<file path="src/rtl/ntt_stage_sequencer.sv">
// ntt_stage_sequencer: multi-stage NTT/INTT control sequencer.
// Ports: clk/rst_n; start/abort/inverse in; bn_ma_out_en, r_enable_out, ntt_done
// status in; TF_init_base/TF_init_const/TF_ren/it_depth_cnt to TF_gen,
// AGU_enable, r_enable, w_enable, ntt_enable to datapath; busy/done status out.
module ntt_stage_sequencer #(
    parameter int NUM_STAGE    = 3,
    parameter int BU_PER_STAGE = 4,
    parameter int BUF_CYCLES   = 11,
    parameter int INIT_CYCLES  = 16,
    parameter int D_WIDTH      = 8
) (
    input  logic               clk,
    input  logic               rst_n,
    input  logic               start,
    input  logic               abort,
    input  logic               inverse,
    input  logic               bn_ma_out_en,
    input  logic               r_enable_out,
    input  logic               ntt_done,
    output logic               TF_init_base,
    output logic               TF_init_const,
    output logic               TF_ren,
    output logic [D_WIDTH-1:0] it_depth_cnt,
    output logic               AGU_enable,
    output logic               r_enable,
    output logic               w_enable,
    output logic               ntt_enable,
    output logic               busy,
    output logic               done
);

    typedef enum logic [2:0] {
        S_IDLE,
        S_INIT,
        S_RUN,
        S_DRAIN,
        S_DONE
    } state_t;

    localparam logic [D_WIDTH-1:0] ONE        = D_WIDTH'(1);
    localparam logic [D_WIDTH-1:0] STAGE_LAST = D_WIDTH'(NUM_STAGE - 1);
    localparam logic [D_WIDTH-1:0] BU_LAST    = D_WIDTH'(BU_PER_STAGE - 1);
    localparam logic [D_WIDTH-1:0] DRAIN_LAST = D_WIDTH'(BUF_CYCLES - 1);
    localparam logic [D_WIDTH-1:0] INIT_LAST  = D_WIDTH'(INIT_CYCLES - 1);

    state_t             state;
    logic [D_WIDTH-1:0] stage;
    logic [D_WIDTH-1:0] bu_cnt;
    logic [D_WIDTH-1:0] init_cnt;
    logic [D_WIDTH-1:0] drain_cnt;
    logic               inv_r;

    always_ff @(posedge clk or negedge rst_n) begin
        if (!rst_n) begin
            state     <= S_IDLE;
            stage     <= '0;
            bu_cnt    <= '0;
            init_cnt  <= '0;
            drain_cnt <= '0;
            inv_r     <= 1'b0;
        end else if (abort) begin
            // Abort overrides every transition, including a same-cycle start.
            state     <= S_IDLE;
            stage     <= '0;
            bu_cnt    <= '0;
            init_cnt  <= '0;
            drain_cnt <= '0;
        end else begin
            unique case (state)
                S_IDLE: begin
                    if (start) begin
                        state     <= S_INIT;
                        stage     <= '0;
                        bu_cnt    <= '0;
                        init_cnt  <= '0;
                        drain_cnt <= '0;
                        inv_r     <= inverse;
                    end
                end
                S_INIT: begin
                    if (init_cnt == INIT_LAST) begin
                        init_cnt <= '0;
                        state    <= S_RUN;
                    end else begin
                        init_cnt <= init_cnt + ONE;
                    end
                end
                S_RUN: begin
                    if (bn_ma_out_en) begin
                        if (bu_cnt == BU_LAST) begin
                            bu_cnt    <= '0;
                            drain_cnt <= '0;
                            state     <= S_DRAIN;
                        end else begin
                            bu_cnt <= bu_cnt + ONE;
                        end
                    end
                end
                S_DRAIN: begin
                    if (drain_cnt == DRAIN_LAST) begin
                        drain_cnt <= '0;
                        if (stage == STAGE_LAST) begin
                            state <= S_DONE;
                        end else begin
                            stage <= stage + ONE;
                            state <= S_RUN;
                        end
                    end else begin
                        drain_cnt <= drain_cnt + ONE;
                    end
                end
                S_DONE: begin
                    stage <= '0;
                    state <= S_IDLE;
                end
                default: state <= S_IDLE;
            endcase
        end
    end

    // Outputs decode the registered state; only the read path follows
    // bn_ma_out_en combinationally so the AGU address is used in-cycle.
    always_comb begin
        TF_init_base  = 1'b0;
        TF_init_const = 1'b0;
        TF_ren        = 1'b0;
        it_depth_cnt  = '0;
        AGU_enable    = 1'b0;
        r_enable      = 1'b0;
        w_enable      = 1'b0;
        ntt_enable    = 1'b0;
        busy          = 1'b0;
        done          = 1'b0;
        unique case (state)
            S_IDLE: begin
            end
            S_INIT: begin
                TF_init_base  = 1'b1;
                TF_init_const = 1'b1;
                busy          = 1'b1;
            end
            S_RUN: begin
                AGU_enable   = 1'b1;
                r_enable     = bn_ma_out_en;
                TF_ren       = bn_ma_out_en;
                ntt_enable   = r_enable_out;
                w_enable     = ntt_done;
                it_depth_cnt = inv_r ? (STAGE_LAST - stage) : stage;
                busy         = 1'b1;
            end
            S_DRAIN: begin
                ntt_enable   = r_enable_out;
                w_enable     = ntt_done;
                it_depth_cnt = inv_r ? (STAGE_LAST - stage) : stage;
                busy         = 1'b1;
            end
            S_DONE: begin
                done = 1'b1;
                busy = 1'b1;
            end
            default: begin
            end
        endcase
    end

endmodule

</file>
<file path="config.mk">
export PLATFORM = sky130hd
export DESIGN_NAME = ntt_stage_sequencer
export DESIGN_NICKNAME = d
export VERILOG_FILES = /design/src/rtl/ntt_stage_sequencer.sv
export SDC_FILE = /design/constraint.sdc
export NUM_CORES = 1
export LEC_CHECK = 0
export CORE_MARGIN = 2
export CORE_UTILIZATION = 57
export DETAILED_ROUTE_END_ITERATION = 10
export PLACE_DENSITY = 0.84
export SYNTH_ARGS = -nofsm -noshare
export SYNTH_HDL_FRONTEND = slang
export SYNTH_SLANG_ARGS = --single-unit
</file>
<file path="constraint.sdc">
create_clock -name clk -period 2.76 [get_ports clk]
set_clock_uncertainty 0.1 [all_clocks]
set_input_delay 0.276 -clock clk [delete_from_list [all_inputs] [get_ports clk]]
set_output_delay 0.276 -clock clk [all_outputs]
set_load 0.005 [all_outputs]
</file>
==> qor.txt <==
Cell Rows -> 23
Syn Nets -> 294
Routability Congestion -> 0.878
Critical path endpoint -> it_depth_cnt[7]
Main synth FF type -> dfrtp_1
I/O Buffers -> 24
Residual DRC -> 0
Rel. slew slack -> 57.1%
PostCTS Resize Cnt -> 0
Die height -> 69.4 um
Most frequent cell after synthesis -> dfrtp_1
Dominant cell type by area after synthesis -> dfrtp_1
WP data required -> 2.38 ns
Top cell type's share of synthesized area -> 37.0%
Die span in x -> 69.4 um
CP startpoint kind -> flip-flop
Sink Count -> 36
Fill cells -> 325
Hold buffers post-CTS -> 0
Pin count of the biggest net entering global routing -> 37
Post-synth ARST share -> 100%
Fmax -> 373 MHz
Final Max Tran Viols -> 0
Reg-to-Reg Start -> state[1]
Synthesized flop and latch total -> 36
Layout cells sized above 1 -> 8.67%
Final Setup Violations -> 0
Clk pin slew, worst setup/hold paths -> 0.07 ns
Leakage power of the design -> 1.12 nW
Overall Global Routing Usage -> 22.9%
Net count reported at finish -> 314
Dpl hpwl -> 3800 um
R2R setup slack -> 0.53 ns
Min Tclk post-route -> 2.68 ns
DR WL/cell -> 15.6 um
Post-CTS Setup Repair Bufs -> 0
Synth Instances -> 279
Power, Total -> 0.00158 W
Crit. End Element -> output port
Antenna diodes -> 0
Yosys warns -> 0
Worst VDD drop -> 0.417 mV
FF-to-FF End -> init_cnt[5]
Pre-Repair DR Iteration Count -> 6
Clock Tree Buf Depth -> 2
Kind of critical path -> flip-flop to output port
Full die area -> 4810 um2
Footprint of the multi-input gates -> 1410 um2
Tcrit/Tclk final -> 97.0%
CTS H-tree lvls -> 2
Initial antenna violation count -> 0
Worst Hold Class -> primary input to async pin
R2R depth -> 4
Setup TNS Final -> 0 ns
Vias post-DR -> 2214
Core area -> 4060 um2
Synth Area per Inst -> 8.73 um2
CTS Buf Count -> 5
Fin. Hold Viols -> 0
Vias in the first global route -> 1964
GRT overflow -> 0
Max cap viols -> 0
I/O pins -> 25
Synthesis-to-layout area growth -> 15.1%
First-pass GRT wire length -> 9010 um
Worst-Skew Late Latency -> 0.29 ns
Initial Util -> 60.0%
Initial DRC Count -> 210
Routed vias/inst -> 6.33
Data arrival time of the worst path -> 2.30 ns
Status -> completed
Sequential-to-total area share from yosys stat -> 37.0%
Post-route ant nets -> 0
Detailed Route WL -> 5450 um
Synth unique cells -> 62
Worst Setup SP -> stage[5]
RSZ-0062 raised after global routing -> false
PD cells -> 562 nW/um2
Commonest cells post-synth -> dfrtp_1, nand2_1, nor2_1
Clk root buf -> clkbuf_8
TritonCTS clock tree -> done
EDFF count, synth -> 0
Netlist Area Pre-Place -> 2430 um2
Slew @ Worst Pin -> 0.640 ns
Sequential Area -> 902 um2
Synth area leaders -> dfrtp_1, ha_1, nand2_1, o21ai_0, a21oi_1
Crit Path Max Fanout -> 6
report_power, final:
part	leakage, nW	total, W	internal [W]	switching (W)
registers	0.495	0.000659	0.000564	0.0000950
logic	0.578	0.000527	0.000258	0.000269
clock network	0.0455	0.000389	0.000204	0.000186
registers in the layout, indices dropped and copies added (netlist names):
name       flops
state          3
inv_r          1
drain_cnt      8
init_cnt       8
stage          8
bu_cnt         8
how the worst min path moves through the flow:
stage | startpoint | endpoint | slack, ns | cells past startpoint
2_1_floorplan | rst_n | bu_cnt[0] | -0.12 | 0
3_3_place_gp | init_cnt[1] | init_cnt[1] | 0.41 | 1
3_5_place_dp | init_cnt[0] | init_cnt[0] | 0.41 | 1
4_1_cts | rst_n | init_cnt[2] | 0.31 | 2
5_1_grt | rst_n | init_cnt[2] | 0.35 | 2
6_report | rst_n | init_cnt[6] | 0.30 | 2
placed cells by master, fill, tap and decap left out, types with 2 or more instances in the layout:
cell,n
a211oi_1,4
mux2_2,2
dfrtp_1,35
or4_1,5
clkbuf_1,2
and3_1,8
clkdlybuf4s50_1,24
nand2_1,23
o21ai_1,6
nor3b_1,2
a21o_1,4
clkbuf_8,6
xor2_1,6
and2_1,6
xnor2_1,2
o31ai_2,2
mux2i_1,4
a32oi_1,2
buf_4,8
nand4_1,3
ha_1,7
or3_1,2
nand2b_1,4
nor3_1,9
nand3_1,13
inv_1,11
o211ai_1,6
a31oi_1,9
o31a_1,2
a21oi_1,14
nor2_1,16
o31ai_1,3
a41oi_1,2
o21ai_0,15
or4b_1,3
o22ai_1,4
routing by layer:
layer	part of all wire, %	global-route usage [%]	vias to the layer above
met1	47	31.1	1056
met5	0	0	-
met3	4.7	3.92	7
li1	-	-	1081
met2	48	36.3	70
met4	1.1	9.15	0
logic make-up after synthesis:
group | count (synthesis) | share of synthesized area [%]
compound gates | 85 | 23.0
fa+ha+maj | 7 | 3.60
buf+inv | 30 | 5.45
mux | 6 | 2.57
xor+xnor | 8 | 2.88
simple gates | 107 | 25.5
flops | 36 | 37.0
layout make-up:
class | instances | share of cell area [%]
Multi-Input combinational cell | 213 | 50.2
Clock buffer | 8 | 3.21
Inverter | 11 | 1.47
Tap cell | 50 | 2.23
Sequential cell | 36 | 32.2
Timing Repair Buffer | 32 | 10.7
through the flow:
stage          cells  area, um2  util (%)  worst slack [ns]  hold slack (ns)
2_1_floorplan    279       2430         -             0.738           -0.120
3_3_place_gp     342       2710      66.7             0.388            0.412
3_5_place_dp     342       2710      66.7             0.372            0.410
4_1_cts          350       2800      68.9            0.0405            0.311
5_1_grt          350       2800      69.1           0.00445            0.345
6_report         350       2800      69.1            0.0824            0.299
worst max-delay path, cell delays in order (launching register included):
cell and delay, ns:
dfrtp_1 0.45, or4_4 0.60, o31ai_2 0.26, xor2_1 0.10, nor2_1 0.09, clkdlybuf4s50_1 0.51
(Power assumes the default switching activity.)
==> edit 1 (config.mk and constraints unchanged) <==
The 5 states of `state_t` get a Gray code encoding in 3 bits.
--- a/src/rtl/ntt_stage_sequencer.sv
+++ b/src/rtl/ntt_stage_sequencer.sv
@@ -30,11 +30,11 @@
 );
 
     typedef enum logic [2:0] {
-        S_IDLE,
-        S_INIT,
-        S_RUN,
-        S_DRAIN,
-        S_DONE
+        S_IDLE  = 3'b000,
+        S_INIT  = 3'b001,
+        S_RUN   = 3'b011,
+        S_DRAIN = 3'b010,
+        S_DONE  = 3'b110
     } state_t;
 
     localparam logic [D_WIDTH-1:0] ONE        = D_WIDTH'(1);
Function: no difference found for any inputs over 10 cycles, from zero or initial values and one cycle with rst_n low; not proved beyond that.
==> edit 1 against the original RTL <==
  * Power decreased by 0.25%
  * Count of clock-buffer cells in the layout decreased by 2
  * Worst setup slack improved by 0.0067 ns
  * Clock power decreased by 8.0%
  * Synthesized area decreased by 8.3%
  * Global-route usage increased by 1.9 points
  * Fmax increased by 0.25%
  * Via count decreased by 7.9%
  * Routed wire length decreased by 11%
  * Final area decreased by 7.6%
  * Sequential cell count unchanged
  * Sequential power increased by 1%
==> edit 1: results (changes against the original RTL) <==
vias in the first global route - 1828 (was 1964)
Peak VDD IR - 0.3943 mV (was 0.4171 mV)
DRT Pass-1 Iters - 4 (was 6)
Slew headroom - 0.3628 (was 0.5709)
fraction of layout cells with a size suffix above 1 - 0.05714 (was 0.08667)
Iteration-0 DRC Markers - 202 (was 210)
Syn Nets - 271 (was 294)
reg2reg setup slack - 0.28 ns (was 0.53 ns)
# placed instances - 321 (was 342)
Net Sw Power - 579.8 uW (was 549.9 uW)
DR WL/cell - 14.85 um (was 15.57 um)
placed cell areas - 2512 sq um (was 2706 sq um)
GRT Total Usage - 0.2478 (was 0.2288)
met2 global-route usage - 0.3775 (was 0.3632)
RR Endpoint - state[0]$_DFFE_PN0P_ (was init_cnt[5]$_DFFE_PN0P_)
sequential share of the synthesized area - 0.4036 (was 0.3700)
slowest stage delay, CP - 0.57 ns (was 0.60 ns)
routability cong. - 0.8245 (was 0.8780)
status - finished, final reports clean (unchanged)
Layout Nets - 295 (was 314)
library cells used by synthesis - 50 (was 62)
global-route wire length before repair - 8.369 mm (was 9.011 mm)
Commonest cells post-synth - 36 x dfrtp_1, 28 x o21ai_0, 26 x nor2_1, 19 x nand2_1, 13 x nand3_1 (was 36 x dfrtp_1, 23 x nand2_1, 16 x nor2_1, 15 x o21ai_0, 14 x a21oi_1)
WL met2 - 2.207 mm (was 2.594 mm)
final wirelength - 4.870 mm (was 5.451 mm)
met3 wire length - 312 um (was 254 um)
syn_area_per_cell - 8.719 sq um (was 8.727 sq um)
-- edit 1: final cells by class --
type | count | area [sq um]
Multi-Input combinational cell | 202 | 1247
Fill cell | 302 | 1126
Sequential cell | 36 | 900.9
Timing Repair Buffer | 30 | 285.3
Clock buffer | 6 | 72.57
Tap cell | 48 | 60.06
Inverter | 5 | 18.77
Clock inverter | 1 | 5.005
-- edit 1: stage by stage --
| stage | setup WS (ns) | utilization | hold slack, ns |
|---|---|---|---|
| finish | 0.08911 | 0.6970 | 0.3058 |
| global route | 0.005301 | 0.6970 | 0.3597 |
| CTS | 0.07737 | 0.6970 | 0.3188 |
| detailed placement | 0.2566 | 0.6761 | 0.4067 |
| global placement | 0.3768 | 0.6761 | 0.3912 |
| floorplan | 0.4356 | - | -0.1196 |
-- edit 1: logic make-up after synthesis --
group,Yosys count,share of synthesized area
compound gates,72,0.2057
xor+xnor,11,0.04316
fa+ha+maj,7,0.03924
buf+inv,18,0.03755
flops,36,0.4036
mux,4,0.01906
simple gates,108,0.2517
==> edit 2 (same flow settings) <==
Without the edit above. `D_WIDTH`: 8 -> 10.
--- a/src/rtl/ntt_stage_sequencer.sv
+++ b/src/rtl/ntt_stage_sequencer.sv
@@ -7,7 +7,7 @@
     parameter int BU_PER_STAGE = 4,
     parameter int BUF_CYCLES   = 11,
     parameter int INIT_CYCLES  = 16,
-    parameter int D_WIDTH      = 8
+    parameter int D_WIDTH      = 10
 ) (
     input  logic               clk,
     input  logic               rst_n,
Interface: changed (resized it_depth_cnt); port bits go from 25 to 27. The function was not compared with the original's and may differ.
==> edit 2 against the original RTL <==
  * Fmax fell by 1.0%
  * Global-route usage increased by 0.63 points
  * Sequential share of layout area rose by 1.2 points
  * Combinational power grew 6.8%
  * Routed wire length is 12% higher
  * Worst setup slack worse by 0.028 ns
  * Worst hold slack worse by 0.28 ns
  * Sequential cell count up 8
  * Cell count grew 17%
  * Power up 16%
  * Final area up 18%
  * Die area increased by 16%
  * Synthesized area up 17%
==> edit 2: results (changes against the original RTL) <==
final wirelength - 6.131 mm (was 5.451 mm)
Synth Area in XOR/XNOR - 0.03076 (was 0.02878)
leading post-synthesis cells by cell area - dfrtp_1 39%, o21ai_0 3.3%, and3_1 3.3% (was dfrtp_1 37%, ha_1 3.6%, nand2_1 3.5%)
Post-synth ARST share - 1.000 (unchanged)
Peak VDD IR - 0.4547 mV (was 0.4171 mV)
leakage - 0.001466 uW (was 0.001118 uW)
Net Sw Power - 617.9 uW (was 549.9 uW)
Commonest cells post-synth - 44 x dfrtp_1, 24 x nor2_1, 19 x o21ai_0, 18 x nand2_1 (was 36 x dfrtp_1, 23 x nand2_1, 16 x nor2_1, 15 x o21ai_0, 14 x a21oi_1)
Iteration-0 DRC Markers - 232 (was 210)
WL met2 - 2.890 mm (was 2.594 mm)
vias in the first global route - 2291 (was 1964)
Clk pin slew, worst setup/hold paths - 0.09 ns (was 0.07 ns)
status - finished, final reports clean (unchanged)
Layout Nets - 354 (was 314)
Syn Nets - 331 (was 294)
FF-to-FF Start - drain_cnt[6]$_DFFE_PN0P_ (was state[1]$_DFFE_PN0P_)
initial antenna violation count - 0 (unchanged)
mux contribution to synthesized area - 0.03427 (was 0.02569)
vias - 2503 (was 2214)
DRT Pass-1 Iters - 4 (was 6)
Slew @ Worst Pin - 0.9587 ns (was 0.6398 ns)
Post-Synth Adder-Cell Area - 0.02636 (was 0.03597)
Post-DP HPWL - 4.202 mm (was 3.799 mm)
port buffer count - 26 (was 24)
fraction of layout cells with a size suffix above 1 - 0.1173 (was 0.08667)
crit-path max FO - 9 (was 6)
Final Hold Viols - 0 (unchanged)
Synth Area in Compound Gates - 0.2087 (was 0.2302)
met3 wire length - 299 um (was 254 um)
global-route wire length before repair - 10.26 mm (was 9.011 mm)
largest net degree at the start of global routing - 45 (was 37)
M1 WL - 2.861 mm (was 2.540 mm)
post-place setup slack - 0.1041 ns (was 0.3719 ns)
sequential share of the synthesized area - 0.3866 (was 0.3700)
fill count - 383 (was 325)
Worst setup startpoint - stage[4]$_DFFE_PN0P_ (was stage[5]$_DFFE_PN0P_)
GRT Total Usage - 0.2351 (was 0.2288)
library cells used by synthesis - 52 (was 62)
routability cong. - 0.9047 (was 0.8780)
-- edit 2: cell count changes in the layout (fill, tap and decap cells not counted), moves of 5 or more --
cell	before	now
nand2_1	23	18
nor4_1	1	8
o211ai_1	6	0
dfrtp_1	35	42
a211o_1	1	9
a22o_1	1	8
nor2_1	16	24
o21ai_1	6	0
and3_1	8	15
-- edit 2: per-stage QoR --
step	setup TNS [ns]	hold WS (ns)	cells	cell area [sq um]
after floorplan	0	-0.1196	317	2848
after global placement	0	0.3910	400	3172
after detailed placement	0	0.3905	400	3172
after CTS	0	0.06578	408	3283
after global routing	-0.03605	0.1273	408	3301
final	0	0.02242	408	3301
-- edit 2: power groups by stage --
| stage | combinational (uW) | sequential, uW | clock, uW |
|---|---|---|---|
| global route | 627 | 786 | 529 |
| floorplan | 405 | 725 | 0 |
| global placement | 548 | 778 | 0 |
| CTS | 566 | 772 | 505 |
| detailed placement | 564 | 785 | 0 |
| finish | 563 | 776 | 491 |
-- edit 2: layout make-up --
| class | instances | area, sq um | area share |
|---|---|---|---|
| Multi-Input combinational cell | 245 | 1649 | 0.4996 |
| Inverter | 10 | 37.54 | 0.01137 |
| Clock inverter | 3 | 42.54 | 0.01289 |
| Tap cell | 67 | 83.83 | 0.02540 |
| Clock buffer | 5 | 68.82 | 0.02085 |
| Sequential cell | 44 | 1104 | 0.3343 |
| Timing Repair Buffer | 34 | 315.3 | 0.09553 |
-- edit 2: critical path, stage by stage (launching register included) --
cell and delay [ns]:
dfrtp_2 0.47, or3_1 0.46, o41ai_2 0.37, xor2_1 0.11
nor2_1 0.10, clkdlybuf4s50_1 0.51
-- edit 2: metal layers --
metal  up-vias  GRT usage
met1      1161     0.3169
met5         -          0
li1       1252          -
met3        15    0.05756
met4         0    0.05952
met2        75     0.3845
-- edit 2: worst paths after layout --
check,end,slack (ns),cells after the start
min in group clk,init_cnt[3]$_DFFE_PN0P_,0.41,1
max in group asynchronous,stage[4]$_DFFE_PN0P_,1.89,1
max,it_depth_cnt[9],0.05,5
min,stage[5]$_DFFE_PN0P_,0.02,1
max reg2reg,stage[2]$_DFFE_PN0P_,0.36,4
min reg2reg,init_cnt[3]$_DFFE_PN0P_,0.41,1
-- edit 2: repair_timing --
item | 4_1_cts | 5_1_grt
setup endpoints to repair | 0 | 3
buffers inserted | 0 | 0
gates resized for setup | 0 | 4
